===== src/rtl/aurora_seq_pkg.sv =====
// Shared types and helpers for the Aurora link bring-up sequencer.
package aurora_seq_pkg;

  localparam int SEQ_CNT_W = 16;

  typedef enum logic [2:0] {
    ASSERT_PMA  = 3'd0,
    RELEASE_PMA = 3'd1,
    WAIT_UP     = 3'd2,
    LINK_UP     = 3'd3
  } seq_state_t;

  // Increment that sticks at max_v instead of wrapping.
  function automatic logic [31:0] sat_inc(input logic [31:0] v, input logic [31:0] max_v);
    return (v >= max_v) ? max_v : v + 32'd1;
  endfunction

endpackage


===== src/rtl/sync_2ff.sv =====
// Two-flop synchroniser bank for quasi-static inputs from the core's user_clk domain.
// Latency 2 clk cycles; no flow control.
module sync_2ff #(
  parameter int WIDTH = 1
) (
  input  logic             clk,
  input  logic             rst,
  input  logic [WIDTH-1:0] d,
  output logic [WIDTH-1:0] q
);

  logic [WIDTH-1:0] meta;

  always_ff @(posedge clk or posedge rst) begin
    if (rst) begin
      meta <= '0;
      q    <= '0;
    end else begin
      meta <= d;
      q    <= meta;
    end
  end

endmodule


===== src/rtl/aurora_link_sequencer.sv =====
// Sequences pma_init/reset_pb for the Aurora C2C slave core and supervises the link.
// Input-to-state latency 2 sync cycles + 1 decision cycle; outputs registered, no backpressure.
module aurora_link_sequencer
  import aurora_seq_pkg::*;
#(
  parameter int NUM_LANES         = 2,
  parameter int PMA_INIT_CYCLES   = 1024,
  parameter int RESET_PB_CYCLES   = 256,
  parameter int UP_TIMEOUT_CYCLES = 1000000,
  parameter int STABLE_CYCLES     = 64,
  parameter int CNT_W             = SEQ_CNT_W
) (
  input  logic                 sysclk,
  input  logic                 reset,
  input  logic                 link_en,
  input  logic                 channel_up,
  input  logic [NUM_LANES-1:0] lane_up,
  input  logic                 hard_err,
  input  logic                 soft_err,
  output logic                 pma_init,
  output logic                 reset_pb,
  output logic                 link_ok,
  output logic [CNT_W-1:0]     retry_cnt,
  output logic [CNT_W-1:0]     drop_cnt,
  output logic [CNT_W-1:0]     soft_err_cnt,
  output logic [2:0]           state_o
);

  localparam int PH_MAX = (PMA_INIT_CYCLES > RESET_PB_CYCLES) ? PMA_INIT_CYCLES : RESET_PB_CYCLES;
  localparam int PH_W   = $clog2(PH_MAX + 1);
  localparam int TMO_W  = $clog2(UP_TIMEOUT_CYCLES + 1);
  localparam int ST_W   = $clog2(STABLE_CYCLES + 1);
  localparam logic [31:0] CNT_MAX = (CNT_W >= 32) ? 32'hFFFF_FFFF : 32'((64'd1 << CNT_W) - 64'd1);

  seq_state_t           state, next_state;
  logic [PH_W-1:0]      phase_cnt;
  logic [TMO_W-1:0]     tmo_cnt, tmo_next;
  logic [ST_W-1:0]      stable_cnt, stable_next;
  logic                 retry_inc, drop_inc;
  logic                 ch_s, hard_s, soft_s, soft_d;
  logic [NUM_LANES-1:0] lane_s;
  logic                 up_all;

  sync_2ff #(.WIDTH(3)) u_sync_ctl (
    .clk (sysclk),
    .rst (reset),
    .d   ({channel_up, hard_err, soft_err}),
    .q   ({ch_s, hard_s, soft_s})
  );

  sync_2ff #(.WIDTH(NUM_LANES)) u_sync_lane (
    .clk (sysclk),
    .rst (reset),
    .d   (lane_up),
    .q   (lane_s)
  );

  assign up_all  = ch_s & (&lane_s);
  assign state_o = state;

  always_comb begin
    next_state  = state;
    tmo_next    = '0;
    stable_next = '0;
    retry_inc   = 1'b0;
    drop_inc    = 1'b0;
    case (state)
      ASSERT_PMA: begin
        if (link_en && phase_cnt == PH_W'(PMA_INIT_CYCLES - 1)) next_state = RELEASE_PMA;
      end
      RELEASE_PMA: begin
        if (phase_cnt == PH_W'(RESET_PB_CYCLES - 1)) next_state = WAIT_UP;
      end
      WAIT_UP: begin
        tmo_next    = tmo_cnt + TMO_W'(1);
        stable_next = up_all ? stable_cnt + ST_W'(1) : '0;
        // A link that becomes stable on the timeout cycle is kept.
        if (stable_next == ST_W'(STABLE_CYCLES)) begin
          next_state = LINK_UP;
        end else if (tmo_next == TMO_W'(UP_TIMEOUT_CYCLES)) begin
          next_state = ASSERT_PMA;
          retry_inc  = 1'b1;
        end
      end
      LINK_UP: begin
        if (!up_all || hard_s) begin
          next_state = ASSERT_PMA;
          drop_inc   = 1'b1;
        end
      end
      default: next_state = ASSERT_PMA;
    endcase
    if (!link_en) begin
      next_state = ASSERT_PMA;
      retry_inc  = 1'b0;
      drop_inc   = (state == LINK_UP);
    end
  end

  always_ff @(posedge sysclk or posedge reset) begin
    if (reset) begin
      state        <= ASSERT_PMA;
      phase_cnt    <= '0;
      tmo_cnt      <= '0;
      stable_cnt   <= '0;
      soft_d       <= 1'b0;
      retry_cnt    <= '0;
      drop_cnt     <= '0;
      soft_err_cnt <= '0;
      pma_init     <= 1'b1;
      reset_pb     <= 1'b1;
      link_ok      <= 1'b0;
    end else begin
      state <= next_state;
      // Phase counter restarts on every state change and idles at 0 while disabled.
      if (next_state != state || (state == ASSERT_PMA && !link_en)) begin
        phase_cnt <= '0;
      end else if (state == ASSERT_PMA || state == RELEASE_PMA) begin
        phase_cnt <= phase_cnt + PH_W'(1);
      end
      tmo_cnt    <= (next_state == WAIT_UP) ? tmo_next : '0;
      stable_cnt <= (next_state == WAIT_UP) ? stable_next : '0;

      soft_d <= soft_s;
      if (state == LINK_UP && soft_s && !soft_d)
        soft_err_cnt <= CNT_W'(sat_inc(32'(soft_err_cnt), CNT_MAX));
      if (retry_inc) retry_cnt <= CNT_W'(sat_inc(32'(retry_cnt), CNT_MAX));
      if (drop_inc)  drop_cnt  <= CNT_W'(sat_inc(32'(drop_cnt), CNT_MAX));

      pma_init <= (next_state == ASSERT_PMA);
      reset_pb <= (next_state == ASSERT_PMA) || (next_state == RELEASE_PMA);
      link_ok  <= (next_state == LINK_UP);
    end
  end

endmodule


===== config.mk =====
export PLATFORM = sky130hd
export DESIGN_NAME = aurora_link_sequencer
export DESIGN_NICKNAME = d
export VERILOG_FILES = /design/src/rtl/aurora_seq_pkg.sv /design/src/rtl/sync_2ff.sv /design/src/rtl/aurora_link_sequencer.sv
export SDC_FILE = /design/constraint.sdc
export NUM_CORES = 1
export LEC_CHECK = 0
export ABC_AREA = 1
export BUFFER_PORTS_ARGS = -buffer_cell sky130_fd_sc_hd__buf_4
export CORE_MARGIN = 3
export CORE_UTILIZATION = 45
export CTS_CLUSTER_DIAMETER = 150
export DETAILED_ROUTE_END_ITERATION = 6
export PLACE_DENSITY_LB_ADDON = 0.2
export SLEW_MARGIN = 20
export SYNTH_ARGS = -nofsm -noshare
export SYNTH_HDL_FRONTEND = slang
export SYNTH_HIERARCHICAL = 1
export SYNTH_SLANG_ARGS = --single-unit
export TNS_END_PERCENT = 30

===== constraint.sdc =====
create_clock -name sysclk -period 3 [get_ports sysclk]
set_input_delay 0 -clock sysclk [delete_from_list [all_inputs] [get_ports sysclk]]
set_output_delay 0 -clock sysclk [all_outputs]
set_load 0.01 [all_outputs]

**After elaboration in Yosys (flattened, before gate mapping)**

Index checks and enable logic that the tools add are counted.

- Add/subtract/negate cells: 6
- Order comparisons: 3
- Multiplexer cells: 24
- Bitwise gates (word level): 1
- Reductions and logical operators: 15
- Eq/ne operators: 11

Operator list:

| kind | count |
|---|---|
| $add 16x1->16 const B | 3 |
| $ge 16x16->1 const B | 3 |
| $mux 16 | 3 |
| $mux 20 | 2 |
| $mux 11 | 2 |
| $mux 7 | 3 |
| $add 20x1->20 const B | 1 |
| $eq 20x20->1 const B | 1 |
| $mux 3 | 6 |
| $eq 3x2->1 const B | 4 |
| $pmux 3 s4 | 1 |
| $add 11x1->11 const B | 1 |
| $eq 11x10->1 const B | 1 |
| $eq 11x8->1 const B | 1 |
| $add 7x1->7 const B | 1 |
| $eq 7x7->1 const B | 1 |
| $mux 1 | 7 |
| $eq 3x1->1 const B | 2 |
| $logic_not 3->1 | 2 |
| $logic_and 1x1->1 | 4 |
| $logic_or 1x1->1 | 4 |
| $logic_not 1->1 | 3 |
| $ne 3x3->1 | 1 |
| $reduce_and 2->1 | 1 |
| other kinds (2) | 2 |

- Output and inout port bits: 54
- Register bits after elaboration: 103

**Longest topological paths before layout**

Gate-level depths: netlist (run 1).

- Depth in word-level cells: 10
- Mapped depth: 18
- Gate-level depth less buffers: 17

**Hierarchy**

The synthesis (run 1) kept the hierarchy.

Modules (own cells, without submodules):

| module | cells an instance | times used | area each (sq um) | seq. area each (sq um) |
|---|---|---|---|---|
| aurora_link_sequencer | 718 | 1 | 5377.7 | 2329.7 |
| sync_2ff at u_sync_ctl | 7 | 1 | 153.9 | 150.1 |
| sync_2ff at u_sync_lane | 5 | 1 | 103.8 | 100.1 |

**Worst setup path before layout (run 1)**

Ideal clock, no wire load.

- Kind: register to register
- From: reg tmo_cnt[0]
- To: reg tmo_cnt[4]
- Stages on the path, launching flop included: 16
- Slack: 0.840 ns
- Arrival time: 2.035 ns
- Clock period less this slack: 2.160 ns
- Required time: 2.875 ns
- Cell sequence: dfrtp_1 ha_1 nand2_2 nor2_4 nand3_1 xor2_1 nand3_1 nor2_1 nand3_1 nand2_1 nand2_2 nand2_4 inv_4 nand3_4 buf_6 nor2_2

- Longest elaborated chain between the ends: 8

RTL lines:

| element | line | source |
|---|---|---|
| start, declared | aurora_link_sequencer.sv:37 | `logic [TMO_W-1:0] tmo_cnt, tmo_next;` |
| start signal, assigned | aurora_link_sequencer.sv:121 | `tmo_cnt <= (next_state == WAIT_UP) ? tmo_next : '0;` |
| $add 20x1->20 | aurora_link_sequencer.sv:75 | `tmo_next = tmo_cnt + TMO_W'(1);` |
| $eq 20x20->1 | aurora_link_sequencer.sv:80 | `end else if (tmo_next == TMO_W'(UP_TIMEOUT_CYCLES)) begin` |
| $mux 3 | aurora_link_sequencer.sv:80 |  |
| $mux 3 | aurora_link_sequencer.sv:78 | `if (stable_next == ST_W'(STABLE_CYCLES)) begin` |
| $pmux 3 s4 | aurora_link_sequencer.sv:67 | `case (state)` |
| $mux 3 | aurora_link_sequencer.sv:93 | `if (!link_en) begin` |
| via next_state[1] | aurora_link_sequencer.sv:35 | `seq_state_t state, next_state;` |
| $eq 3x2->1 | aurora_link_sequencer.sv:121 |  |
| $mux 20 | aurora_link_sequencer.sv:121 |  |

The timed path passes the listed nets, and every way through them passes these cells.
A chain may end at the register's enable or synchronous reset.

**Final worst setup path (run 1)**

- From: reg tmo_cnt[0]
- To: reg phase_cnt[1]

- Longest elaborated chain between the ends: 9

RTL lines:

| element | line | source |
|---|---|---|
| $add 20x1->20 * | aurora_link_sequencer.sv:75 |  |
| $eq 20x20->1 * | aurora_link_sequencer.sv:80 |  |
| $mux 3 * | aurora_link_sequencer.sv:80 |  |
| $mux 3 * | aurora_link_sequencer.sv:78 |  |
| $pmux 3 s4 * | aurora_link_sequencer.sv:67 |  |
| $mux 3 * | aurora_link_sequencer.sv:93 |  |
| $ne 3x3->1 * | aurora_link_sequencer.sv:116 | `if (next_state != state \|\| (state == ASSERT_PMA && !link_en)) begin` |
| $logic_or 1x1->1 * | aurora_link_sequencer.sv:116 |  |
| $mux 11 or $reduce_bool 2->1 (tied branches) | - |  |
| end signal, assigned | aurora_link_sequencer.sv:119 | `phase_cnt <= phase_cnt + PH_W'(1);` |
| end, declared | aurora_link_sequencer.sv:36 | `logic [PH_W-1:0] phase_cnt;` |

Every way passes the cells marked *; elsewhere a longest branch is shown, timed or not.

==> results_dict.tcl, run 1 <==
set metrics [dict create \
    vias 4974 \
    ys_types 43 \
    r2r_slack_ps 440 \
    cts_tree "yes" \
    worst_pin_slew_ps 752 \
    syn-num-nets 744 \
    status "finished, final reports clean" \
    areaGrowthSynthToFinish_pct 18.9 \
    antenna_found_initial 0 \
    ctsLongestPathBuffers 2 \
    power.leakage_uw 0.00317 \
    synth_enable_flop_cells 0 \
    rsz0062_at_grt "no" \
    num_rows 40 \
    setup_tns_ps 0 \
    cts_inserted_buffers 9 \
    gp_congestion 0.911 \
    cts_resized 0 \
    r2r_start "tmo_cnt[0]" \
    p_clk_share_pct 46.7 \
    drtAntennaViolNets 0 \
    drc 0 \
    rr_worst_depth 15 \
    seq_area_frac_synth_pct 45.8 \
    clock_sinks 103 \
    setup_viol 0 \
    clkTransAtPathRegs_ps 70 \
    syn_inst 730 \
    final_nets 820 \
    combPwrFrac_pct 2.4 \
    dp_hpwl_um 9010 \
    initial_core_util_pct 46.5 \
    fin_crit_ps 2560 \
    antenna_cells 0 \
    fin_cells 979 \
    yosysWarnings 6 \
    die_x_um 118 \
    dp.cells 956 \
    grt_max_degree 53 \
    grt.overflow.total 0 \
    startpoint_type "flop" \
    hold_violations 0 \
    rr_endpoint "phase_cnt[1]" \
    cellPowerDensity_nw_per_um2 411 \
    arrival_ps 2820 \
    drv_cap 0 \
    port_buffers 61 \
    seqPwrFrac_pct 50.9 \
    ir_worst_vdd_mv 0.388 \
    grt_pass1_wl_um 21700 \
    holdCritPathClass "in -> async" \
    crit_type "reg -> reg" \
    period_share_pct 85.3 \
    pin_count 62 \
    internal_power_uw 2160 \
    required_ps 3270 \
    root_buffer "clkbuf_16" \
    layout-drive-gt1-share_pct 17.3 \
    wirelength_um 12200 \
    dieArea_um2 13900 \
    avgRoutedWirePerCell_um 12.5 \
    die_h_um 118 \
    clk_latency_ps 350 \
    coreArea_um2 12100 \
    slew_headroom_pct 49.8 \
    swShare_pct 21.5 \
    startpoint "tmo_cnt[0]" \
    crit_path_max_fanout 11 \
    skew_ps 8.87 \
    drtIter0Drc 365 \
    cp-end-kind "flop" \
    htreeDepth 3 \
    grt_usage_pct 18.6 \
    avgSynthCellArea_um2 7.72 \
    synth_ff_type "dfrtp_1" \
    avgViaCountPerCell 5.08 \
    fmax_mhz 391 \
    synth-seq-cells 103 \
    first_global_vias 4716 \
    async_flop_share_pct 100 \
    drtPass1Iterations 5 \
    netlist_area_um2 5640 \
    slew_viol_final 0 \
    p_sw_uw 591 \
]
worst max-delay path, stage by stage (launching register included):
cell     delay (ps)
dfrtp_1         410
ha_1            240
nand2_2         100
nor2_4          160
nand2_2          80
nor2_2          140
nand3_1         100
nand2_1         110
nand2_1          60
nor2_1          160
nand3_1         100
nand2_1         110
nand2_2          80
nand3_1          80
nand3_1         320
nor2_1          200
flip-flops by register name, summed over array words and instances (netlist names):
| name | count |
|---|---|
| drop_cnt | 16 |
| link_ok | 1 |
| phase_cnt | 11 |
| pma_init | 1 |
| reset_pb | 1 |
| retry_cnt | 16 |
| soft_d | 1 |
| soft_err_cnt | 16 |
| stable_cnt | 7 |
| state_o | 3 |
| tmo_cnt | 20 |
| u_sync_ctl/meta | 3 |
| u_sync_ctl/q | 3 |
| u_sync_lane/meta | 2 |
| u_sync_lane/q | 2 |
cells in the final DEF (no fill, tap or decap), types with 7 or more instances in the layout:
cell,instances
inv_1,88
nor3_1,24
or2_2,15
nor2_2,25
buf_4,65
dlygate4sd3_1,7
nor2_1,81
nand2_1,175
clkbuf_16,9
nand4_1,34
xor2_1,10
xnor2_1,7
nand3_1,91
o21ai_0,22
dfrtp_1,101
Yosys cell counts (all sizes together), types with 2 or more instances:
| library cell | instances | area (µm²) |
|---|---|---|
| a21o | 3 | 22.5 |
| inv | 90 | 340 |
| nand4 | 35 | 225 |
| clkbuf | 2 | 7.51 |
| dfstp | 2 | 52.6 |
| ha | 6 | 75.1 |
| buf | 6 | 47.5 |
| nand3b | 3 | 22.5 |
| dfrtp | 101 | 2530 |
| nand2 | 180 | 693 |
| nor3 | 27 | 156 |
| nor2 | 108 | 483 |
| o21ai | 23 | 115 |
| a21oi | 5 | 25.0 |
| xnor2 | 7 | 61.3 |
| nand3 | 93 | 490 |
| o21bai | 2 | 15.0 |
| or2 | 16 | 100 |
| xor2 | 11 | 104 |
power by group through the flow:
stage	sequential [µW]	clock, µW	combinational (µW)
2_1_floorplan	1430	0	37.1
3_3_place_gp	1430	0	60.0
3_5_place_dp	1430	0	61.7
4_1_cts	1400	1330	68.6
5_1_grt	1400	1390	77.5
6_report	1400	1280	65.8
how the worst max path moves through the flow:
stage / to / slack [ps] / depth (start not counted)
final: phase_cnt[1] / 440 / 15
after global routing: phase_cnt[1] / 30 / 15
after CTS: phase_cnt[1] / 410 / 15
after detailed placement: phase_cnt[1] / 440 / 15
after global placement: phase_cnt[8] / 570 / 14
after floorplan: drop_cnt[0] / 580 / 1
final cells by class:
| class | instances | area, µm² |
|---|---|---|
| timing repair buffer | 73 | 578 |
| tap | 168 | 210 |
| clock inverter | 7 | 104 |
| inverter | 90 | 342 |
| sequential | 103 | 2580 |
| clock buffer | 9 | 225 |
| multi-input combinational | 529 | 2660 |
| fill | 1151 | 5410 |
metrics by stage:
stage                     hold slack [ps]  power (µW)  utilization [%]  setup WS, ps  instance area, µm²
after floorplan                      -234        1460                -           583                5640
after global placement              -91.7        1490             52.0           570                6300
after detailed placement            -84.4        1490             52.0           441                6300
after CTS                            94.3        2800             55.3           412                6700
after global routing                  143        2860             55.3          25.4                6700
final                                 121        2750             55.3           442                6700
kinds of logic after synthesis:
kind of cell    share of synthesized area [%]
xor+xnor                                 2.93
buf+inv                                  7.02
simple gates                             38.9
other cells                            0.0665
flops                                    45.8
compound gates                           3.82
fa+ha+maj                                1.33
mux                                     0.178
per-layer routing:
| metal | track usage, % | wire length [µm] | share of wire, % |
|---|---|---|---|
| met1 | 26.0 | 5850 | 48 |
| met2 | 28.7 | 5600 | 46 |
| met3 | 3.41 | 540 | 4.4 |
| met4 | 7.11 | 219 | 1.8 |
| met5 | 0 | 0 | 0 |
repair_timing:
item | CTS | global route
buffers inserted | 0 | 0
hold buffers | 7 | 0
hold endpoints to repair | 57 | 0
(Power assumes the default switching activity.)
==> inputs of run 2 (changes only) <==
MAX_ROUTING_LAYER = met4   (was unset)
clock period = 3.2 ns   (was 3 ns; I/O delays follow)
==> results_dict.tcl, run 2 (synthesized netlist as in run 1, its figures left out) <==
set metrics [dict create \
    ctsLongestPathBuffers 2 \
    clkTransAtPathRegs_ps 70 \
    fin_crit_ps 2540 \
    skew_ps 14.2 \
    avgViaCountPerCell 5.04 \
    setup_viol 0 \
    period_share_pct 79.3 \
    busiest_layer "met2" \
    num_rows 40 \
    setup_tns_ps 0 \
    ir_worst_vdd_mv 0.351 \
    swShare_pct 22.1 \
    cts_resized 0 \
    antenna_cells 0 \
    avgRoutedWirePerCell_um 12.4 \
    layout_commonest_cell "nand2_1" \
    met2_usage_pct 28.5 \
    grt.overflow.total 0 \
    dieArea_um2 13900 \
    critPathTopFamily "simple AND/OR/NAND/NOR gates" \
    seqPwrFrac_pct 54.3 \
    cts_inserted_buffers 9 \
    final_cell_mix "nand2_1 (175), dfrtp_1 (101), nand3_1 (91)" \
    dp_hpwl_um 9030 \
    slew_headroom_pct 53.2 \
    cellPowerDensity_nw_per_um2 364 \
    power.leakage_uw 0.00315 \
    gr-usage-met1_pct 24.9 \
    largest_register_ffs 20 \
    final_nets 820 \
    wirelength_um 12100 \
    p_sw_uw 533 \
    required_ps 3480 \
    combPwrFrac_pct 2.5 \
    first_global_vias 4648 \
    drv_cap 0 \
    slowest_stage "dfrtp_1" \
    clock_sinks 103 \
    internal_power_uw 1880 \
    worst_pin_slew_ps 702 \
    path_buf_inv 0 \
    regMostFlops "tmo_cnt" \
    holdCritPathClass "in -> async" \
    port_buffers 61 \
    layout-drive-gt1-share_pct 17.1 \
    status "finished, final reports clean" \
    path_cells "ha_1 -> nand2_2 -> nor2_4 -> nand3_1 -> nand2_1 -> nand2_1 -> nor2_1 -> nand2_1 -> nor2_1 -> nand3_1 -> nand2_1 -> nand2_2 -> nand3_1 -> nand3_1 -> nor2_1" \
    vias 4932 \
    startpoint_type "flop" \
    drtPass1Iterations 4 \
    fmax_mhz 394 \
    rr_worst_depth 15 \
    startpoint "tmo_cnt[0]" \
    crit_type "reg -> reg" \
    pin_count 62 \
    crit_path_max_fanout 11 \
    rsz0062_at_grt "no" \
    drtIter0Drc 352 \
    rr_endpoint "phase_cnt[8]" \
    cp_slowest_stage_delay_ps 410 \
    initial_core_util_pct 46.5 \
    gp_congestion 0.921 \
    clk_latency_ps 360 \
    die_x_um 118 \
    cts_tree "yes" \
    antenna_found_initial 0 \
    drc 0 \
    htreeDepth 3 \
    use_met3_pct 5.14 \
    grt_usage_pct 19.0 \
    coreArea_um2 12100 \
    p_clk_share_pct 43.2 \
    fin_hold_ws_ps 98.6 \
    die_h_um 118 \
    r2r_slack_ps 660 \
    arrival_ps 2810 \
    areaGrowthSynthToFinish_pct 17.8 \
    grt_pass1_wl_um 21200 \
    cp-end-kind "flop" \
    root_buffer "clkbuf_16" \
    r2r_start "tmo_cnt[0]" \
    drtAntennaViolNets 0 \
    hold_violations 0 \
    slew_viol_final 0 \
    grt_max_degree 42 \
]
-- run 2: power groups by stage --
stage                     sequential (µW)  combinational (µW)  clock (µW)
final                                1310                60.6        1040
after global placement               1340                54.8           0
after CTS                            1310                63.4        1090
after global routing                 1310                70.8        1140
after detailed placement             1340                56.6           0
after floorplan                      1340                34.8           0
-- run 2: how the worst max path moves through the flow --
stage / depth (start not counted) / slack (ps) / end
detailed placement: 15 / 670 / phase_cnt[8]
global placement: 10 / 700 / retry_cnt[9]
CTS: 15 / 660 / phase_cnt[8]
floorplan: 1 / 780 / drop_cnt[0]
global route: 15 / 280 / phase_cnt[8]
finish: 15 / 660 / phase_cnt[8]
-- run 2: layer usage --
metal,part of all wire (%),vias to the layer above,routed length (µm)
li1,-,2515,-
met1,48,2304,5800
met2,46,101,5590
met3,4.3,12,525
met4,1.5,0,184
met5,0,-,0
-- run 2: what timing repair did --
item | CTS | global route
endpoints found under the hold margin | 55 | 0
buffers inserted | 0 | 0
hold buffers | 7 | 0
-- run 2: cell type report --
type                       count  area [µm²]
sequential                   103        2580
fill                        1167        5470
multi-input combinational    529        2660
inverter                      90         342
timing repair buffer          73         566
clock buffer                  11         243
tap                          168         210
clock inverter                 5        40.0
-- run 2: worst register-to-register path: stages (launching register included) --
cell     delay, ps
dfrtp_1        410
ha_1           240
nand2_2        100
nor2_4         160
nand3_1        100
nand2_1        160
nand2_1         70
nor2_1          90
nand2_1         80
nor2_1         150
nand3_1         90
nand2_1        100
nand2_2         80
nand3_1         70
nand3_1        320
nor2_1         220
-- run 2: per-stage QoR --
step / utilization, % / total power, µW / setup slack (ps) / instances / area, µm²
2_1_floorplan: - / 1370 / 783 / 730 / 5640
3_3_place_gp: 51.9 / 1390 / 700 / 956 / 6290
4_1_cts: 54.8 / 2470 / 659 / 979 / 6640
5_1_grt: 54.8 / 2520 / 282 / 979 / 6640
6_report: 54.8 / 2420 / 663 / 979 / 6640
3_5_place_dp: 51.9 / 1400 / 671 / 956 / 6290
==> inputs of run 3 (changes only) <==
clock period = 2.3 ns   (was 3.2 ns; I/O delays follow)
==> results_dict.tcl, run 3 (synthesized netlist as in run 1, its figures left out) <==
set metrics [dict create \
    crit_type "reg -> reg" \
    setup_tns_ps -2010 \
    required_ps 2550 \
    grt_usage_pct 19.3 \
    areaGrowthSynthToFinish_pct 31.0 \
    num_rows 40 \
    p_sw_uw 740 \
    fmax_mhz 419 \
    gp_congestion 0.912 \
    power.leakage_uw 0.00342 \
    slowest_stage "dfrtp_1" \
    startpoint_type "flop" \
    drc 0 \
    r2r_slack_ps -90 \
    seqPwrFrac_pct 52.7 \
    dp.cells 977 \
    p_clk_share_pct 44.6 \
    ir_worst_vdd_mv 0.526 \
    cp-end-kind "flop" \
    cellPowerDensity_nw_per_um2 470 \
    crit_path_max_fanout 6 \
    dp_hpwl_um 9460 \
    drv_cap 0 \
    wirelength_um 13500 \
    rr_endpoint "tmo_cnt[13]" \
    layout_commonest_cell "nand2_1" \
    fillers 1049 \
    grt_pass1_wl_um 21800 \
    dieArea_um2 13900 \
    layout-drive-gt1-share_pct 28.3 \
    skew_ps 8.68 \
    cts_tree "yes" \
    clk_latency_ps 350 \
    grt_max_degree 51 \
    slew_headroom_pct 57.8 \
    rr_worst_depth 17 \
    holdCritPathClass "in -> async" \
    antenna_cells 0 \
    clkTransAtPathRegs_ps 70 \
    r2r_start "tmo_cnt[0]" \
    violations "setup timing" \
    first_global_vias 4861 \
    largest_register_ffs 20 \
    cts_inserted_buffers 9 \
    rsz0062_at_grt "yes" \
    path_cells "ha_4 -> nand2_4 -> nor2_4 -> nand2_2 -> nor2_4 -> nand2_1 -> nand2_1 -> nand3_1 -> nor2_2 -> nand3_2 -> nand2_2 -> nand2_2 -> nand2_4 -> inv_4 -> nand3_4 -> clkbuf_16 -> nor2_2" \
    drtAntennaViolNets 0 \
    hold_violations 0 \
    worst_pin_slew_ps 631 \
    status "complete, but fails checks" \
    fin_hold_ws_ps 93.2 \
    avgRoutedWirePerCell_um 13.3 \
    combPwrFrac_pct 2.8 \
    path_buf_inv 2 \
    drtPass1Iterations 5 \
    fin_cells 1017 \
    ctsLongestPathBuffers 2 \
    htreeDepth 3 \
    arrival_ps 2630 \
    vias 5181 \
    grt.overflow.total 0 \
    setup_viol 39 \
    internal_power_uw 2730 \
    die_h_um 118 \
    slew_viol_final 0 \
    cp_slowest_stage_delay_ps 410 \
    swShare_pct 21.3 \
    coreArea_um2 12100 \
    multiInputGateArea_um2 3000 \
    regMostFlops "tmo_cnt" \
    port_buffers 61 \
    initial_core_util_pct 46.5 \
    antenna_found_initial 0 \
    critPathTopFamily "simple AND/OR/NAND/NOR gates" \
    die_x_um 118 \
    fin_crit_ps 2390 \
    pin_count 62 \
    period_share_pct 104 \
    final_cell_mix "nand2_1 (154), dfrtp_1 (100), buf_4 (89)" \
    layout_setup_ws_ps -85.5 \
    root_buffer "clkbuf_16" \
    drtIter0Drc 393 \
    critPathMostFrequentCell "nand2_2" \
    avgViaCountPerCell 5.09 \
    clock_sinks 103 \
    final_nets 858 \
    register_area_um2 2580 \
]
## run 3: routing by layer
metal  global-route usage, %  share of wire [%]  vias up  wire length (µm)
met2                    31.1                 49      113              6590
met5                       -                  0        -                 0
met4                    4.91                1.4        0               196
met3                    5.57                4.7       16               635
li1                        -                  -     2598                 -
met1                    24.1                 45     2454              6100
## run 3: power groups by stage
stage / registers, µW / logic, µW / clock network (µW)
floorplan: 1860 / 48.8 / 0
global placement: 1860 / 81.7 / 0
detailed placement: 1860 / 84.4 / 0
CTS: 1830 / 93.0 / 1580
global route: 1830 / 111 / 1660
finish: 1830 / 96.5 / 1550
## run 3: worst register-to-register path: stages (launching register included)
cell       delay [ps]
dfrtp_1           410
ha_4              190
nand2_4            60
nor2_4            210
nand2_2           110
nor2_4            110
nand2_1            60
nand2_1            80
nand3_1           130
nor2_2            170
nand3_2           110
nand2_2            80
nand2_2            80
nand2_4           110
inv_4              50
nand3_4           120
clkbuf_16         180
nor2_2             30
## run 3: cell type report
| class | count | area share (%) |
|---|---|---|
| Sequential cell | 103 | 35.0 |
| Clock buffer | 12 | 3.34 |
| Tap cell | 168 | 2.85 |
| Multi-Input combinational cell | 530 | 40.6 |
| Timing Repair Buffer | 110 | 12.8 |
| Clock inverter | 4 | 0.746 |
| Inverter | 90 | 4.66 |
## run 3: worst max path at each step
stage	from	to	slack, ps	cells after the start
after floorplan	tmo_cnt[0]	tmo_cnt[4]	140	15
after global routing	tmo_cnt[1]	tmo_cnt[19]	-200	17
final	tmo_cnt[0]	tmo_cnt[13]	-90	17
after detailed placement	tmo_cnt[0]	retry_cnt[3]	-100	14
after global placement	tmo_cnt[0]	retry_cnt[6]	-60	14
after CTS	tmo_cnt[0]	retry_cnt[6]	-30	14
## run 3: what timing repair did
item | in CTS | in global routing
cloned | 0 | 3
pin swaps | 0 | 42
setup buffers | 0 | 14
setup endpoints to repair | 28 | 57
gates resized for setup | 2 | 91
hold endpoints to repair | 41 | 0
hold buffers | 7 | 0
## run 3: stage by stage
step,worst slack [ps],utilization [%],total power (µW),cell area (µm²)
floorplan,140,-,1910,5640
global placement,-56.7,53.6,1940,6500
detailed placement,-99.5,53.6,1950,6500
global route,-197,61.0,3600,7380
CTS,-30.6,56.8,3500,6870
finish,-85.5,61.0,3470,7380
